File: src/rtl/branch_ctrl_pkg.sv
// Shared types and constants for the branch-capable CPU control FSM.
// Latency: n/a (declarations only).
// Backpressure: n/a.
package branch_ctrl_pkg;

  // Controller states; any other encoding is treated as illegal and recovers to S_FETCH.
  typedef enum logic [2:0] {
    S_FETCH  = 3'd0,
    S_DECODE = 3'd1,
    S_EXEC   = 3'd2,
    S_WB     = 3'd3,
    S_BRANCH = 3'd4,
    S_BX     = 3'd5
  } state_t;

  // PC source select driven back to the fetch unit; 2'b11 is never produced.
  typedef logic [1:0] pc_sel_t;
  localparam pc_sel_t PCS_INC = 2'b00;
  localparam pc_sel_t PCS_B   = 2'b01;
  localparam pc_sel_t PCS_REG = 2'b10;

  // ARM bits [27:4] of BX Rm.
  localparam logic [23:0] BX_PATTERN = 24'h12FFF1;

  // Top two opcode bits of TST/TEQ/CMP/CMN.
  localparam logic [1:0] TEST_OP_MASK = 2'b10;

endpackage

File: src/rtl/branch_ctrl_if.sv
// Fetch/branch datapath <-> control FSM signal bundle.
// Latency: n/a (wires only).
// Backpressure: none; master drives controls, slave drives flag and IR.
interface branch_ctrl_if;
  import branch_ctrl_pkg::*;

  logic        flag;
  logic [28:1] IR;
  logic        Write_IR;
  logic        Write_PC;
  pc_sel_t     PC_s;
  logic        Write_Reg;
  logic        rd_s;
  logic        Write_PSR;
  logic [3:0]  ALU_OP;
  logic        alu_src;
  logic        Write_Res;
  logic        undef;

  modport master (
    input  flag, IR,
    output Write_IR, Write_PC, PC_s, Write_Reg, rd_s, Write_PSR,
           ALU_OP, alu_src, Write_Res, undef
  );

  modport slave (
    output flag, IR,
    input  Write_IR, Write_PC, PC_s, Write_Reg, rd_s, Write_PSR,
           ALU_OP, alu_src, Write_Res, undef
  );
endinterface

File: src/rtl/branch_ctrl_decode.sv
// Combinational instruction classifier for the control FSM.
// Latency: 0 cycles (pure combinational).
// Backpressure: none.
module branch_ctrl_decode
  import branch_ctrl_pkg::*;
(
  input  logic [28:5] ir,       // ir[k+1] = ARM bit k
  output logic        is_dp,
  output logic        is_test,
  output logic        is_b,
  output logic        is_bl,
  output logic        is_bx,
  output logic        is_undef
);

  // Classify: BX wins over DP since its encoding lives inside the DP space.
  always_comb begin
    is_bx    = (ir[28:5] == BX_PATTERN);
    is_dp    = (ir[28:27] == 2'b00) && !is_bx;
    is_test  = is_dp && (ir[25:24] == TEST_OP_MASK);
    is_b     = (ir[28:26] == 3'b101) && !ir[25];
    is_bl    = (ir[28:26] == 3'b101) && ir[25];
    is_undef = !(is_bx || is_dp || is_b || is_bl);
  end

endmodule

File: src/rtl/branch_ctrl.sv
// Multicycle control FSM sequencing DP, B/BL and BX; optional perf counters under BRANCH_CTRL_PERF_EN.
// Latency: DP 4 cycles, B/BL/BX 3 cycles, condition-failed or undefined 2 cycles.
// Backpressure: none; fixed Moore sequence, Rst forces all outputs low and abandons the instruction.
module branch_ctrl
  import branch_ctrl_pkg::*;
#(
  parameter bit PSR_ON_S = 1'b1,
  parameter int PERF_W   = 32
) (
  input  logic              clk,
  input  logic              Rst,
  branch_ctrl_if.master     bif
`ifdef BRANCH_CTRL_PERF_EN
  ,
  output logic [PERF_W-1:0] retired,
  output logic [PERF_W-1:0] skipped,
  output logic [PERF_W-1:0] taken
`endif
);

  state_t state_q, state_d;
  logic   cond_ok_q, cond_ok_d;
  logic   undef_q, undef_d;

  logic is_dp, is_test, is_b, is_bl, is_bx, is_undef;

  // Low IR bits carry register numbers the controller never looks at.
  logic unused_ir;
  assign unused_ir = ^bif.IR[4:1];

  branch_ctrl_decode u_decode (
    .ir       (bif.IR[28:5]),
    .is_dp    (is_dp),
    .is_test  (is_test),
    .is_b     (is_b),
    .is_bl    (is_bl),
    .is_bx    (is_bx),
    .is_undef (is_undef)
  );

  // State, captured condition pass and sticky undef flag.
  always_ff @(posedge clk) begin
    if (Rst) begin
      state_q   <= S_FETCH;
      cond_ok_q <= 1'b0;
      undef_q   <= 1'b0;
    end else begin
      state_q   <= state_d;
      cond_ok_q <= cond_ok_d;
      undef_q   <= undef_d;
    end
  end

  // Next-state: condition-failed decode skips straight back to fetch.
  always_comb begin
    state_d   = S_FETCH;
    cond_ok_d = cond_ok_q;
    undef_d   = undef_q;
    unique case (state_q)
      S_FETCH: begin
        cond_ok_d = bif.flag;
        state_d   = S_DECODE;
      end
      S_DECODE: begin
        if (!cond_ok_q)          state_d = S_FETCH;
        else if (is_bx)          state_d = S_BX;
        else if (is_b || is_bl)  state_d = S_BRANCH;
        else if (is_dp)          state_d = S_EXEC;
        else if (is_undef) begin
          undef_d = 1'b1;
          state_d = S_FETCH;
        end
      end
      S_EXEC:   state_d = S_WB;
      S_WB:     state_d = S_FETCH;
      S_BRANCH: state_d = S_FETCH;
      S_BX:     state_d = S_FETCH;
      default:  state_d = S_FETCH;
    endcase
  end

  // Moore outputs decoded from the state register, all held low during reset.
  always_comb begin
    bif.Write_IR  = 1'b0;
    bif.Write_PC  = 1'b0;
    bif.PC_s      = PCS_INC;
    bif.Write_Reg = 1'b0;
    bif.rd_s      = 1'b0;
    bif.Write_PSR = 1'b0;
    bif.ALU_OP    = 4'h0;
    bif.alu_src   = 1'b0;
    bif.Write_Res = 1'b0;
    bif.undef     = undef_q & ~Rst;
    if (!Rst) begin
      unique case (state_q)
        S_FETCH: begin
          bif.Write_IR = 1'b1;
          bif.Write_PC = 1'b1;
          bif.PC_s     = PCS_INC;
        end
        S_EXEC: begin
          bif.ALU_OP    = bif.IR[25:22];
          bif.alu_src   = bif.IR[26];
          bif.Write_Res = 1'b1;
        end
        S_WB: begin
          bif.ALU_OP    = bif.IR[25:22];
          bif.alu_src   = bif.IR[26];
          bif.Write_Reg = !is_test;
          bif.Write_PSR = is_test || bif.IR[21] || !PSR_ON_S;
        end
        S_BRANCH: begin
          // LR receives the PC already advanced during fetch.
          bif.Write_PC  = 1'b1;
          bif.PC_s      = PCS_B;
          bif.Write_Reg = is_bl;
          bif.rd_s      = is_bl;
        end
        S_BX: begin
          bif.Write_PC = 1'b1;
          bif.PC_s     = PCS_REG;
        end
        default: ;
      endcase
    end
  end

`ifdef BRANCH_CTRL_PERF_EN
  logic [PERF_W-1:0] retired_q, retired_d;
  logic [PERF_W-1:0] skipped_q, skipped_d;
  logic [PERF_W-1:0] taken_q, taken_d;

  // Counter increments: retire on leaving a final state, skip on failed condition.
  always_comb begin
    retired_d = retired_q;
    skipped_d = skipped_q;
    taken_d   = taken_q;
    if (state_q == S_WB || state_q == S_BRANCH || state_q == S_BX)
      retired_d = retired_q + PERF_W'(1);
    if (state_q == S_DECODE && !cond_ok_q)
      skipped_d = skipped_q + PERF_W'(1);
    if (state_q == S_BRANCH || state_q == S_BX)
      taken_d = taken_q + PERF_W'(1);
  end

  // Wrapping performance counters.
  always_ff @(posedge clk) begin
    if (Rst) begin
      retired_q <= '0;
      skipped_q <= '0;
      taken_q   <= '0;
    end else begin
      retired_q <= retired_d;
      skipped_q <= skipped_d;
      taken_q   <= taken_d;
    end
  end

  assign retired = Rst ? '0 : retired_q;
  assign skipped = Rst ? '0 : skipped_q;
  assign taken   = Rst ? '0 : taken_q;
`else
  localparam int UNUSED_PERF_W = PERF_W;
`endif

endmodule

File: src/flat_wrapper.sv
// flat-port wrapper written by rule: the top's interface ports become plain ports
module branch_ctrl_flat import branch_ctrl_pkg::*;
#(
  parameter bit PSR_ON_S = 1'b1,
  parameter int PERF_W   = 32
)
  (clk, Rst, bif_flag, bif_IR, bif_Write_IR, bif_Write_PC, bif_PC_s, bif_Write_Reg, bif_rd_s, bif_Write_PSR, bif_ALU_OP, bif_alu_src, bif_Write_Res, bif_undef);
  branch_ctrl_if bif_i ();
  input  logic clk;
  input  logic Rst;
  input wire logic [$bits(bif_i.flag)-1:0] bif_flag;
  input wire logic [$bits(bif_i.IR)-1:0] bif_IR;
  output wire logic [$bits(bif_i.Write_IR)-1:0] bif_Write_IR;
  output wire logic [$bits(bif_i.Write_PC)-1:0] bif_Write_PC;
  output wire logic [$bits(bif_i.PC_s)-1:0] bif_PC_s;
  output wire logic [$bits(bif_i.Write_Reg)-1:0] bif_Write_Reg;
  output wire logic [$bits(bif_i.rd_s)-1:0] bif_rd_s;
  output wire logic [$bits(bif_i.Write_PSR)-1:0] bif_Write_PSR;
  output wire logic [$bits(bif_i.ALU_OP)-1:0] bif_ALU_OP;
  output wire logic [$bits(bif_i.alu_src)-1:0] bif_alu_src;
  output wire logic [$bits(bif_i.Write_Res)-1:0] bif_Write_Res;
  output wire logic [$bits(bif_i.undef)-1:0] bif_undef;
  assign bif_i.flag = bif_flag;
  assign bif_i.IR = bif_IR;
  assign bif_Write_IR = bif_i.Write_IR;
  assign bif_Write_PC = bif_i.Write_PC;
  assign bif_PC_s = bif_i.PC_s;
  assign bif_Write_Reg = bif_i.Write_Reg;
  assign bif_rd_s = bif_i.rd_s;
  assign bif_Write_PSR = bif_i.Write_PSR;
  assign bif_ALU_OP = bif_i.ALU_OP;
  assign bif_alu_src = bif_i.alu_src;
  assign bif_Write_Res = bif_i.Write_Res;
  assign bif_undef = bif_i.undef;
  branch_ctrl #(.PSR_ON_S(PSR_ON_S), .PERF_W(PERF_W)) u_core (.clk(clk), .Rst(Rst), .bif(bif_i));
endmodule
File: config.mk
export PLATFORM = sky130hd
export DESIGN_NAME = branch_ctrl_flat
export DESIGN_NICKNAME = d
export VERILOG_FILES = /design/src/rtl/branch_ctrl_pkg.sv /design/src/rtl/branch_ctrl_if.sv /design/src/rtl/branch_ctrl_decode.sv /design/src/rtl/branch_ctrl.sv /design/src/flat_wrapper.sv
export SDC_FILE = /design/constraint.sdc
export NUM_CORES = 1
export LEC_CHECK = 0
export CELL_PAD_IN_SITES_DETAIL_PLACEMENT = 1
export CELL_PAD_IN_SITES_GLOBAL_PLACEMENT = 1
export CORE_MARGIN = 3
export CORE_UTILIZATION = 16
export CTS_CLUSTER_SIZE = 40
export DETAILED_ROUTE_END_ITERATION = 16
export PLACE_DENSITY = 0.84
export SETUP_SLACK_MARGIN = 0.15
export SLEW_MARGIN = 20
export SYNTH_ARGS = -nofsm -noshare
export SYNTH_HDL_FRONTEND = slang
export SYNTH_SLANG_ARGS = --single-unit
File: constraint.sdc
create_clock -name clk -period 2.3 [get_ports clk]
set_clock_uncertainty 0.1 [all_clocks]
set_input_delay 0.345 -clock clk [delete_from_list [all_inputs] [get_ports clk]]
set_output_delay 0.345 -clock clk [all_outputs]
set_load 0.01 [all_outputs]
## Word level (Yosys, flattened, before mapping)

Index checks and enable logic that the tools add are counted.

- Register bits after elaboration: 5
- Word-level logic and storage cells: 57

- Reductions and logical operators: 17
- Eq/ne operators: 8
- Mux-type cells: 23
- Bitwise logic cells: 6

Operator list:

| cell | count |
|---|---|
| 24-bit by 21-bit == test with 1-bit output (second input constant) | 1 |
| 1-bit two-way mux | 13 |
| 3-bit == test (second input constant) | 3 |
| 3-bit two-way mux | 3 |
| 3-bit case mux with 3 select lines | 1 |
| 4-bit two-way mux | 2 |
| 3-bit by 2-bit == test with 1-bit output (second input constant) | 2 |
| 6-bit AND reduction | 1 |
| 1-bit logical OR | 5 |
| 1-bit inverter | 5 |
| 1-bit logical AND | 4 |
| 2-bit two-way mux | 2 |
| 2-bit case mux with 2 select lines | 1 |
| 3-bit by 1-bit == test with 1-bit output (second input constant) | 1 |
| 1-bit zero test | 3 |
| 3-bit zero test | 1 |
| 3-bit OR reduction | 1 |
| 2-bit == test (second input constant) | 1 |
| 2-bit zero test | 1 |
| 1-bit case mux with 2 select lines | 1 |
| 2-bit OR reduction | 1 |
| 1-bit bitwise AND | 1 |

## Logic depth before layout (Yosys ltp)

Gate-level depths: netlist (run 1).

- Word-level depth: 8
- Depth in mapped cells: 5

## Hierarchy

A second synthesis (run 1) with hierarchy kept.

- Cell total of the unflattened synthesis: 55
- Area, all modules: 484.2 um2

By module, submodules not included:

| module | seq. area each (um2) | area each (um2) | cells an instance | instances |
|---|---|---|---|---|
| branch_ctrl | 100.1 | 355.3 | 39 | 1 |
| branch_ctrl_decode | 0.0 | 128.9 | 16 | 1 |

## Worst setup path after synthesis (run 1)

No wires, ideal clock.

- Kind: input to output
- Start point: input bif_IR[23]
- End point: output bif_Write_Reg
- Cell stages on the path: 4
- Path slack: 0.331 ns
- Path buffers: 0
- Data required time: 1.855 ns
- Arrival time: 1.524 ns
- Cells stage by stage: or4b_4 -> nor4_4 -> a21oi_1 -> o21bai_1

- Cells in the longest elaborated chain, start to end: 7

RTL lines:

| element | RTL line | RTL |
|---|---|---|
| from (decl) | flat_wrapper.sv:12 | `input wire logic [$bits(bif_i.IR)-1:0] bif_IR;` |
| 24-bit by 21-bit == test with 1-bit output | branch_ctrl_decode.sv:18 | `is_bx = (ir[28:5] == BX_PATTERN);` |
| 1-bit zero test | branch_ctrl_decode.sv:19 | `is_dp = (ir[28:27] == 2'b00) && !is_bx;` |
| 1-bit logical AND | branch_ctrl_decode.sv:19 |  |
| 1-bit logical AND * | branch_ctrl_decode.sv:20 | `is_test = is_dp && (ir[25:24] == TEST_OP_MASK);` |
| 1-bit zero test * | branch_ctrl.sv:109 | `bif.Write_Reg = !is_test;` |
| 1-bit case mux with 2 select lines * | branch_ctrl.sv:95 | `unique case (state_q)` |
| 1-bit two-way mux * | branch_ctrl.sv:94 | `if (!Rst) begin` |
| to (decl) | flat_wrapper.sv:16 | `output wire logic [$bits(bif_i.Write_Reg)-1:0] bif_Write_Reg;` |

Every way passes the cells marked *; elsewhere a longest branch is shown, timed or not.

## Final worst setup path (run 1)

- Start point: input bif_IR[27]
- End point: output bif_Write_PSR

- Cells in the longest elaborated chain, start to end: 7

RTL lines:

| element | RTL line | RTL |
|---|---|---|
| 24-bit by 21-bit == test with 1-bit output | branch_ctrl_decode.sv:18 |  |
| 1-bit zero test | branch_ctrl_decode.sv:19 |  |
| 1-bit logical AND * | branch_ctrl_decode.sv:19 |  |
| 1-bit logical AND * | branch_ctrl_decode.sv:20 |  |
| 1-bit logical OR * | branch_ctrl.sv:110 | `bif.Write_PSR = is_test \|\| bif.IR[21] \|\| !PSR_ON_S;` |
| 1-bit two-way mux * | branch_ctrl.sv:95 |  |
| 1-bit two-way mux * | branch_ctrl.sv:94 |  |
| to (decl) | flat_wrapper.sv:18 | `output wire logic [$bits(bif_i.Write_PSR)-1:0] bif_Write_PSR;` |

Marked as above.

==> key figures, run 1 <==
Drt
  – Drt pass-1 iters: 2
  – DRC errors left: 0
  – Via count: 600
  – DR iter-0 viols: 6
  – Final ANT Viol Nets: 0
  – DR vias/cell: 4.41
  – Final WL: 1850 um
  – Routed len/inst: 13.6 um

Yosys
  – Cell taking the most area after synthesis: dfxtp_1
  – Most common flop cell mapped by yosys: dfxtp_1
  – Sequential-to-total area share from yosys stat: 0.256
  – Syn nets: 79
  – Seq cells post-synth: 5
  – Cell area after synthesis: 392 um2
  – Synth Instances: 48
  – Cell variety after synth: 25
  – Top cells by area, synth: dfxtp_1, and2_1, nor4_4
  – List of most frequent post-synthesis cells: and2_1, dfxtp_1, nand2_1, nor2_1
  – Yosys Warn Count: 0
  – Avg Cell Area, Syn: 8.16 um2
  – Post-synth EDFFs: 0
  – Post-synth top area share: 0.256
  – Ys async rst share: 0

Layout
  – Diode count: 0
  – Util after Layout: 0.430
  – Filler cell count: 275
  – Post-layout net count: 140
  – Share of cells above drive strength 1: 0.343
  – Area growth syn-to-layout: 150%

STA
  – Final period util: 0.931
  – Worst Tran Pin Value: 0.259 ns
  – Slew HR: 0.826
  – RSZ-0062 raised after global routing: yes
  – Max Slew Vio Count: 0
  – Achievable frequency: 467 MHz
  – Count of final hold-check violations: 0
  – Setup violators final: 0
  – Min cycle time layout: 2.14 ns

Placement
  – Routability cong.: 0.701
  – DP HPWL: 1500 um
  – Port Buffer Count: 40

Critical path
  – Worst Reg-to-Reg Cells: 5
  – CP max FO: 2
  – Worst Setup End Kind: output port
  – CP bufs+invs: 2
  – Stages on the worst setup path: 6
  – Crit path launch type: primary input
  – Slowest cell on crit path: or4b_4
  – Critical Path AT: 1.70 ns
  – Worst Setup Path Type: primary input to output port
  – Delay of the slowest critical-path stage: 0.55 ns
  – Delay-heaviest family, CP: simple AND/OR/NAND/NOR gates
  – FF-to-FF setup slack: 0.93 ns
  – CP Cell Sequence: buf_6 -> or4b_4 -> nor4_4 -> a21oi_2 -> o21ba_1 -> buf_2
  – Reg2Reg Launch Point: u_core.state_q[0]$_SDFF_PP0_
  – Reg-to-reg endpoint: u_core.state_q[1]$_SDFF_PP0_
  – Worst path required time: 1.86 ns

Global route
  – Congestion Overflow GR: 0
  – Total GRT Usage: 0.127
  – Vias in the first global route: 661
  – Initial antenna violation count: 0
  – Global-route wire length before repair: 3130 um
  – Largest net degree at the start of global routing: 8

Floorplan
  – FP Rows: 17
  – CORE AREA: 0.00228 mm2
  – Die width: 55.5 um
  – Die ar.: 0.00308 mm2
  – Io pins: 45
  – Die Height: 55.5 um
  – Starting Density: 0.172

Hold path
  – Worst hold endpoint: u_core.undef_q$_SDFFE_PP0P_
  – Hold wc startpoint: bif_IR[26]
  – Hold Crit Depth: 4
  – Hold crit path type: primary input to register

Job
  – MaxCap Viol Count: 0

Clock network
  – Clock buffer depth: 2
  – Clock latency on the worst-skew pair: 0.25 ns
  – Clock sink total: 5
  – Root Buffer: clkbuf_4
  – CTS tree: done
  – Inserted Clock Buffers: 3
  – H-tree depth: 1
  – CTS hold repair buffers: 0
  – Worst-path clk slew: 0.04 ns

Power
  – Final Total Pwr: 0.283 mW
  – Maximum vdd drop: 0.187 mV
  – Lkg Pwr: 0.498 nW
  – Power Density: 289 mW/mm2

Status
  – Status: complete, no violations
## where the power goes
group | switching [mW] | internal (mW)
combinational | 0.0287 | 0.0571
sequential | 0.00237 | 0.0904
clock | 0.0390 | 0.0658
total | 0.0701 | 0.213
## placed cells by master, fill, tap and decap left out, types with 3 or more instances in the layout
cell             count
clkdlybuf4s50_1     17
buf_4               17
dlygate4sd2_1       12
and2_1               5
nand2_1              4
nor2_1               4
buf_6                4
dfxtp_1              4
nor3_1               3
clkbuf_4             3
buf_2                3
## per-stage QoR
step | setup TNS, ns | hold slack, ns | area, um2 | worst slack [ns] | cells
after floorplan | 0 | 0.360 | 392 | 0.331 | 48
after CTS | 0 | 0.372 | 978 | 0.133 | 136
after detailed placement | -2.04 | 0.387 | 928 | -0.658 | 129
final | 0 | 0.351 | 980 | 0.159 | 136
after global placement | -1.74 | 0.388 | 928 | -0.567 | 129
after global routing | 0 | 0.384 | 980 | 0.103 | 136
## worst max path at each step
stage / to / from / slack [ns]
after global routing: bif_Write_PSR / bif_IR[27] / 0.10
final: bif_Write_PSR / bif_IR[27] / 0.16
after floorplan: bif_Write_Reg / bif_IR[23] / 0.33
after detailed placement: bif_Write_Reg / bif_IR[23] / -0.66
after global placement: bif_Write_Reg / bif_IR[27] / -0.57
after CTS: bif_Write_PSR / bif_IR[25] / 0.13
## sequential cells by signal, indices dropped and copies added, names as in the netlist
register	count
u_core.state_q	3
u_core.cond_ok_q	1
u_core.undef_q	1
## worst min-delay path, stage by stage
cell and delay [ns]:
buf_6 0.07, buf_4 0.10, a21oi_1 0.04, o21bai_1 0.10
## kinds of logic after synthesis
| kind of cell | after synthesis | share of synthesized area |
|---|---|---|
| mux | 1 | 0.0256 |
| compound gates | 8 | 0.144 |
| flops | 5 | 0.256 |
| simple gates | 32 | 0.556 |
| buf+inv | 2 | 0.0192 |
## final cells by class
cell class / instances / area (um2) / area share
clock buffer: 4 / 26.3 / 0.0268
inverter: 1 / 3.75 / 0.00383
multi-input combinational: 41 / 318 / 0.324
sequential: 5 / 101 / 0.103
tap: 28 / 35.0 / 0.0358
timing repair buffer: 57 / 495 / 0.506
## per-layer routing
metal / part of all wire / GRT usage
met5: 0 / 0
met1: 0.41 / 0.142
met4: 0.012 / 0.0417
met3: 0.050 / 0.0327
met2: 0.53 / 0.231
## timing repair
| action | CTS | global route |
|---|---|---|
| setup endpoints to repair | 14 | 3 |
| resized for setup | 51 | 7 |
| cloned | 0 | 0 |
| buffers inserted | 3 | 0 |
| pin swaps | 8 | 4 |
Note: power is estimated with default switching activity, not from simulation.
==> inputs of run 2 (changes only) <==
--- a/config.mk
+++ b/config.mk
@@ -7,7 +7,7 @@
 export LEC_CHECK = 0
 export CELL_PAD_IN_SITES_DETAIL_PLACEMENT = 1
 export CELL_PAD_IN_SITES_GLOBAL_PLACEMENT = 1
-export CORE_MARGIN = 3
+export CORE_MARGIN = 2
 export CORE_UTILIZATION = 16
 export CTS_CLUSTER_SIZE = 40
 export DETAILED_ROUTE_END_ITERATION = 16
==> key figures, run 2 (synthesis results as in run 1) <==
STA
  – Min cycle time layout: 2.16 ns
  – Slew HR: 0.792
  – Worst Tran Pin Value: 0.310 ns
  – Final period util: 0.939
  – Count of final hold-check violations: 0
  – RSZ-0062 raised after global routing: yes
  – Setup violators final: 0
  – Max Slew Vio Count: 0
  – Achievable frequency: 463 MHz

Clock network
  – CTS hold repair buffers: 0
  – Worst-path clk slew: 0.05 ns
  – CTS tree: done
  – Clock latency on the worst-skew pair: 0.24 ns
  – Root Buffer: clkbuf_4
  – Clock buffer depth: 2
  – Inserted Clock Buffers: 3
  – Clock sink total: 5
  – H-tree depth: 1

Layout
  – Top flop regs: u_core.state_q (3), u_core.cond_ok_q (1), u_core.undef_q (1)
  – Max reg flops: 3
  – Reg with most FFs: u_core.state_q
  – Final non-filler cell area: 981 um2
  – Area growth syn-to-layout: 150%
  – Share of cells above drive strength 1: 0.382
  – Fin cells: 138
  – Commonest non-fill, non-tap cells in the layout: clkdlybuf4s50_1, buf_4, dlygate4sd2_1
  – Diode count: 0
  – Post-layout net count: 142

Floorplan
  – Starting Density: 0.174
  – CORE AREA: 0.00225 mm2
  – Die width: 53.5 um
  – Die ar.: 0.00286 mm2
  – FP Rows: 17
  – Die Height: 53.5 um
  – Io pins: 45

Hold path
  – Worst hold endpoint: u_core.cond_ok_q$_SDFFE_PP0N_
  – Hold crit path type: register to register
  – Hold wc startpoint: u_core.cond_ok_q$_SDFFE_PP0N_
  – Hold Crit Depth: 2

Critical path
  – Reg2Reg Launch Point: u_core.state_q[0]$_SDFF_PP0_
  – Reg-to-reg endpoint: u_core.state_q[1]$_SDFF_PP0_
  – Worst Reg-to-Reg Cells: 5
  – CP max FO: 2
  – Critical Path AT: 1.71 ns
  – Worst Setup Path Type: primary input to output port
  – Worst Setup End Kind: output port
  – FF-to-FF setup slack: 0.96 ns
  – Crit path launch type: primary input
  – Worst path required time: 1.86 ns

Drt
  – DRC errors left: 0
  – DR iter-0 viols: 2
  – Final ANT Viol Nets: 0
  – DR vias/cell: 4.45
  – Drt pass-1 iters: 4
  – Routed len/inst: 13.8 um
  – Final WL: 1910 um
  – Via count: 614

Global route
  – Largest net degree at the start of global routing: 8
  – Global-route wire length before repair: 3070 um
  – Vias in the first global route: 654
  – Total GRT Usage: 0.147
  – Met1 Track Usage GR: 0.164
  – GR Util met3: 0.0169
  – GRT met2 Usage: 0.274
  – Initial antenna violation count: 0
  – Congestion Overflow GR: 0
  – GRT Max-Usage Layer: met2

Power
  – Power Density: 288 mW/mm2
  – Maximum vdd drop: 0.138 mV
  – Lkg Pwr: 0.485 nW
  – Final Total Pwr: 0.282 mW

Job
  – MaxCap Viol Count: 0

Status
  – Status: complete, no violations

Placement
  – Port Buffer Count: 40
  – Routability cong.: 0.691
  – DP HPWL: 1590 um
  – Placed Instances: 130
  – Cell Area, Placed: 936 um2
run 2: cell count changes in the layout (fill, tap and decap cells not counted), sizes merged:
cell	previous run	this run
clkbuf	6	8
dlygate4sd2	12	11
clkdlybuf4s50	17	18
buf	24	25
dlymetal6s2s	1	0
run 2: per-stage QoR:
stage          hold WS, ns  setup TNS, ns  setup slack (ns)   util
2_1_floorplan        0.360              0             0.331      -
4_1_cts              0.396              0             0.123  0.434
5_1_grt              0.425              0            0.0928  0.435
3_3_place_gp         0.385          -2.30            -0.567  0.415
3_5_place_dp         0.386          -2.47            -0.625  0.415
6_report             0.389              0             0.141  0.435
run 2: what timing repair did:
action	in CTS	in global routing
pin swaps	6	7
setup endpoints to repair	12	4
buffers inserted	3	1
resized for setup	51	8
run 2: layout make-up:
cell class / instances / area [um2]
inverter: 1 / 3.75
clock buffer: 4 / 26.3
fill: 294 / 1270
multi-input combinational: 41 / 318
sequential: 5 / 101
timing repair buffer: 59 / 497
tap: 28 / 35.0
run 2: where the power goes:
group / switching [mW] / total [mW] / internal (mW)
Sequential: 0.00186 / 0.0922 / 0.0904
Clock: 0.0375 / 0.103 / 0.0657
Combinational: 0.0301 / 0.0866 / 0.0564
Total: 0.0695 / 0.282 / 0.213
run 2: metal layers:
| layer | share of wire | wire length, um |
|---|---|---|
| met5 | 0 | 0 |
| met4 | 0.0052 | 10 |
| met3 | 0.043 | 82 |
| met2 | 0.55 | 1050 |
| met1 | 0.40 | 764 |
run 2: worst max-delay path, stage by stage:
cell,delay [ns]
buf_6,0.09
or4bb_4,0.54
nor4_4,0.33
a21oi_2,0.10
o21ba_1,0.17
buf_2,0.14
run 2: worst max-delay path by stage:
| stage | startpoint | end | slack [ns] | cells past startpoint |
|---|---|---|---|---|
| 2_1_floorplan | bif_IR[23] | bif_Write_Reg | 0.33 | 4 |
| 3_3_place_gp | bif_IR[27] | bif_Write_Reg | -0.57 | 6 |
| 3_5_place_dp | bif_IR[23] | bif_Write_Reg | -0.63 | 6 |
| 4_1_cts | bif_IR[20] | bif_Write_PSR | 0.12 | 6 |
| 5_1_grt | bif_IR[25] | bif_Write_PSR | 0.09 | 6 |
| 6_report | bif_IR[25] | bif_Write_PSR | 0.14 | 6 |
==> inputs of run 3 (changes only) <==
--- a/config.mk
+++ b/config.mk
@@ -7,7 +7,7 @@
 export LEC_CHECK = 0
 export CELL_PAD_IN_SITES_DETAIL_PLACEMENT = 1
 export CELL_PAD_IN_SITES_GLOBAL_PLACEMENT = 1
-export CORE_MARGIN = 2
+export CORE_MARGIN = 4
 export CORE_UTILIZATION = 16
 export CTS_CLUSTER_SIZE = 40
 export DETAILED_ROUTE_END_ITERATION = 16
==> key figures, run 3 (synthesis results as in run 1) <==
Status
  – Status: complete, no violations

Power
  – Power Density: 285 mW/mm2
  – Maximum vdd drop: 0.165 mV
  – Lkg Pwr: 0.485 nW

STA
  – Worst hold slack: 0.379 ns
  – Count of final hold-check violations: 0
  – Slew HR: 0.827
  – Max Slew Vio Count: 0
  – Min cycle time layout: 2.14 ns
  – Setup TNS: 0 ns
  – Final period util: 0.929
  – Worst Tran Pin Value: 0.257 ns
  – Setup violators final: 0
  – Achievable frequency: 468 MHz
  – RSZ-0062 raised after global routing: yes

Layout
  – Filler cell count: 292
  – Reg with most FFs: u_core.state_q
  – Register area: 100 um2
  – Most common cell after layout, fill and taps aside: buf_4
  – Diode count: 0
  – Area occupied by multi-input gates: 314 um2
  – Max reg flops: 3
  – Share of cells above drive strength 1: 0.394
  – Commonest non-fill, non-tap cells in the layout: buf_4, clkdlybuf4s50_1, dlygate4sd2_1
  – Top flop regs: u_core.state_q (3), u_core.cond_ok_q (1), u_core.undef_q (1)
  – Area growth syn-to-layout: 147%
  – Post-layout net count: 141

Hold path
  – Hold crit path type: primary input to register

Clock network
  – H-tree depth: 1
  – Clock sink total: 5
  – Clock latency on the worst-skew pair: 0.24 ns
  – Clock buffer depth: 2
  – Worst-path clk slew: 0.04 ns
  – Root Buffer: clkbuf_4
  – CTS tree: done
  – Inserted Clock Buffers: 3
  – CTS hold repair buffers: 0

Placement
  – Port Buffer Count: 40
  – DP HPWL: 1570 um
  – Routability cong.: 0.704

Drt
  – Via count: 599
  – Final ANT Viol Nets: 0
  – DR vias/cell: 4.37
  – DRC errors left: 0
  – Final WL: 1800 um
  – DR iter-0 viols: 5
  – Drt pass-1 iters: 3
  – Routed len/inst: 13.1 um

Global route
  – Congestion Overflow GR: 0
  – Global-route wire length before repair: 2960 um
  – Vias in the first global route: 669
  – Total GRT Usage: 0.112
  – Largest net degree at the start of global routing: 8
  – Initial antenna violation count: 0

Critical path
  – FF-to-FF setup slack: 0.96 ns
  – Crit path launch type: primary input
  – Critical Path AT: 1.69 ns
  – Worst path required time: 1.86 ns
  – Worst Setup Path Type: primary input to output port
  – CP max FO: 2
  – Worst Setup End Kind: output port

Floorplan
  – Die width: 57.5 um
  – Die Height: 57.5 um
  – Io pins: 45
  – CORE AREA: 0.00228 mm2
  – FP Rows: 17
  – Starting Density: 0.172
  – Die ar.: 0.00330 mm2

Job
  – MaxCap Viol Count: 0
run 3: changes by cell type in the layout (fill, tap and decap cells not counted), sizes merged:
cell           previous run  this run
buf                      25        26
dlygate4sd2              11        10
clkbuf                    8         7
dlymetal6s2s              0         1
clkdlybuf4s15             1         5
clkdlybuf4s50            18        13
run 3: final cells by class:
cell class	instances	share of cell area
Tap cell	28	0.0363
Clock buffer	4	0.0272
Multi-Input combinational cell	41	0.325
Inverter	1	0.00389
Sequential cell	5	0.104
Timing Repair Buffer	58	0.504
run 3: per-layer routing:
metal | up-vias | wire, um | GRT usage
met3 | 0 | 122 | 0.0362
li1 | 302 | - | -
met2 | 19 | 979 | 0.216
met4 | 0 | 0 | 0.0199
met5 | - | 0 | 0
met1 | 278 | 693 | 0.116
run 3: power by group:
part | total, mW | internal, mW | leakage, nW | switching, mW
Combinational | 0.0831 | 0.0545 | 0.429 | 0.0286
Clock | 0.0996 | 0.0655 | 0.0150 | 0.0341
Sequential | 0.0926 | 0.0905 | 0.0409 | 0.00210
run 3: final timing paths:
path,startpoint,cells past startpoint,to
min,bif_IR[26],4,u_core.undef_q$_SDFFE_PP0P_
max,bif_IR[23],6,bif_Write_PSR
max reg2reg,u_core.state_q[0]$_SDFF_PP0_,5,u_core.state_q[1]$_SDFF_PP0_
min reg2reg,u_core.cond_ok_q$_SDFFE_PP0N_,2,u_core.cond_ok_q$_SDFFE_PP0N_
run 3: critical path: stages:
cell     delay (ns)
buf_6          0.09
or4b_4         0.55
nor4_4         0.31
a21oi_2        0.09
o21ba_1        0.17
buf_2          0.13
run 3: repair_timing:
item / CTS / global route
endpoints found under the hold margin: 0 / 0
resized for setup: 62 / 9
pin swaps: 6 / 5
endpoints found under the setup margin: 14 / 8
gates cloned: 0 / 0
setup buffers: 2 / 0
run 3: through the flow:
step	utilization	setup WS, ns	total power, mW	cells	cell area, um2
floorplan	-	0.331	0.114	48	392
global placement	0.415	-0.565	0.181	131	943
detailed placement	0.415	-0.593	0.184	131	943
CTS	0.426	0.140	0.283	137	970
global route	0.424	0.100	0.298	137	966
finish	0.424	0.164	0.275	137	966
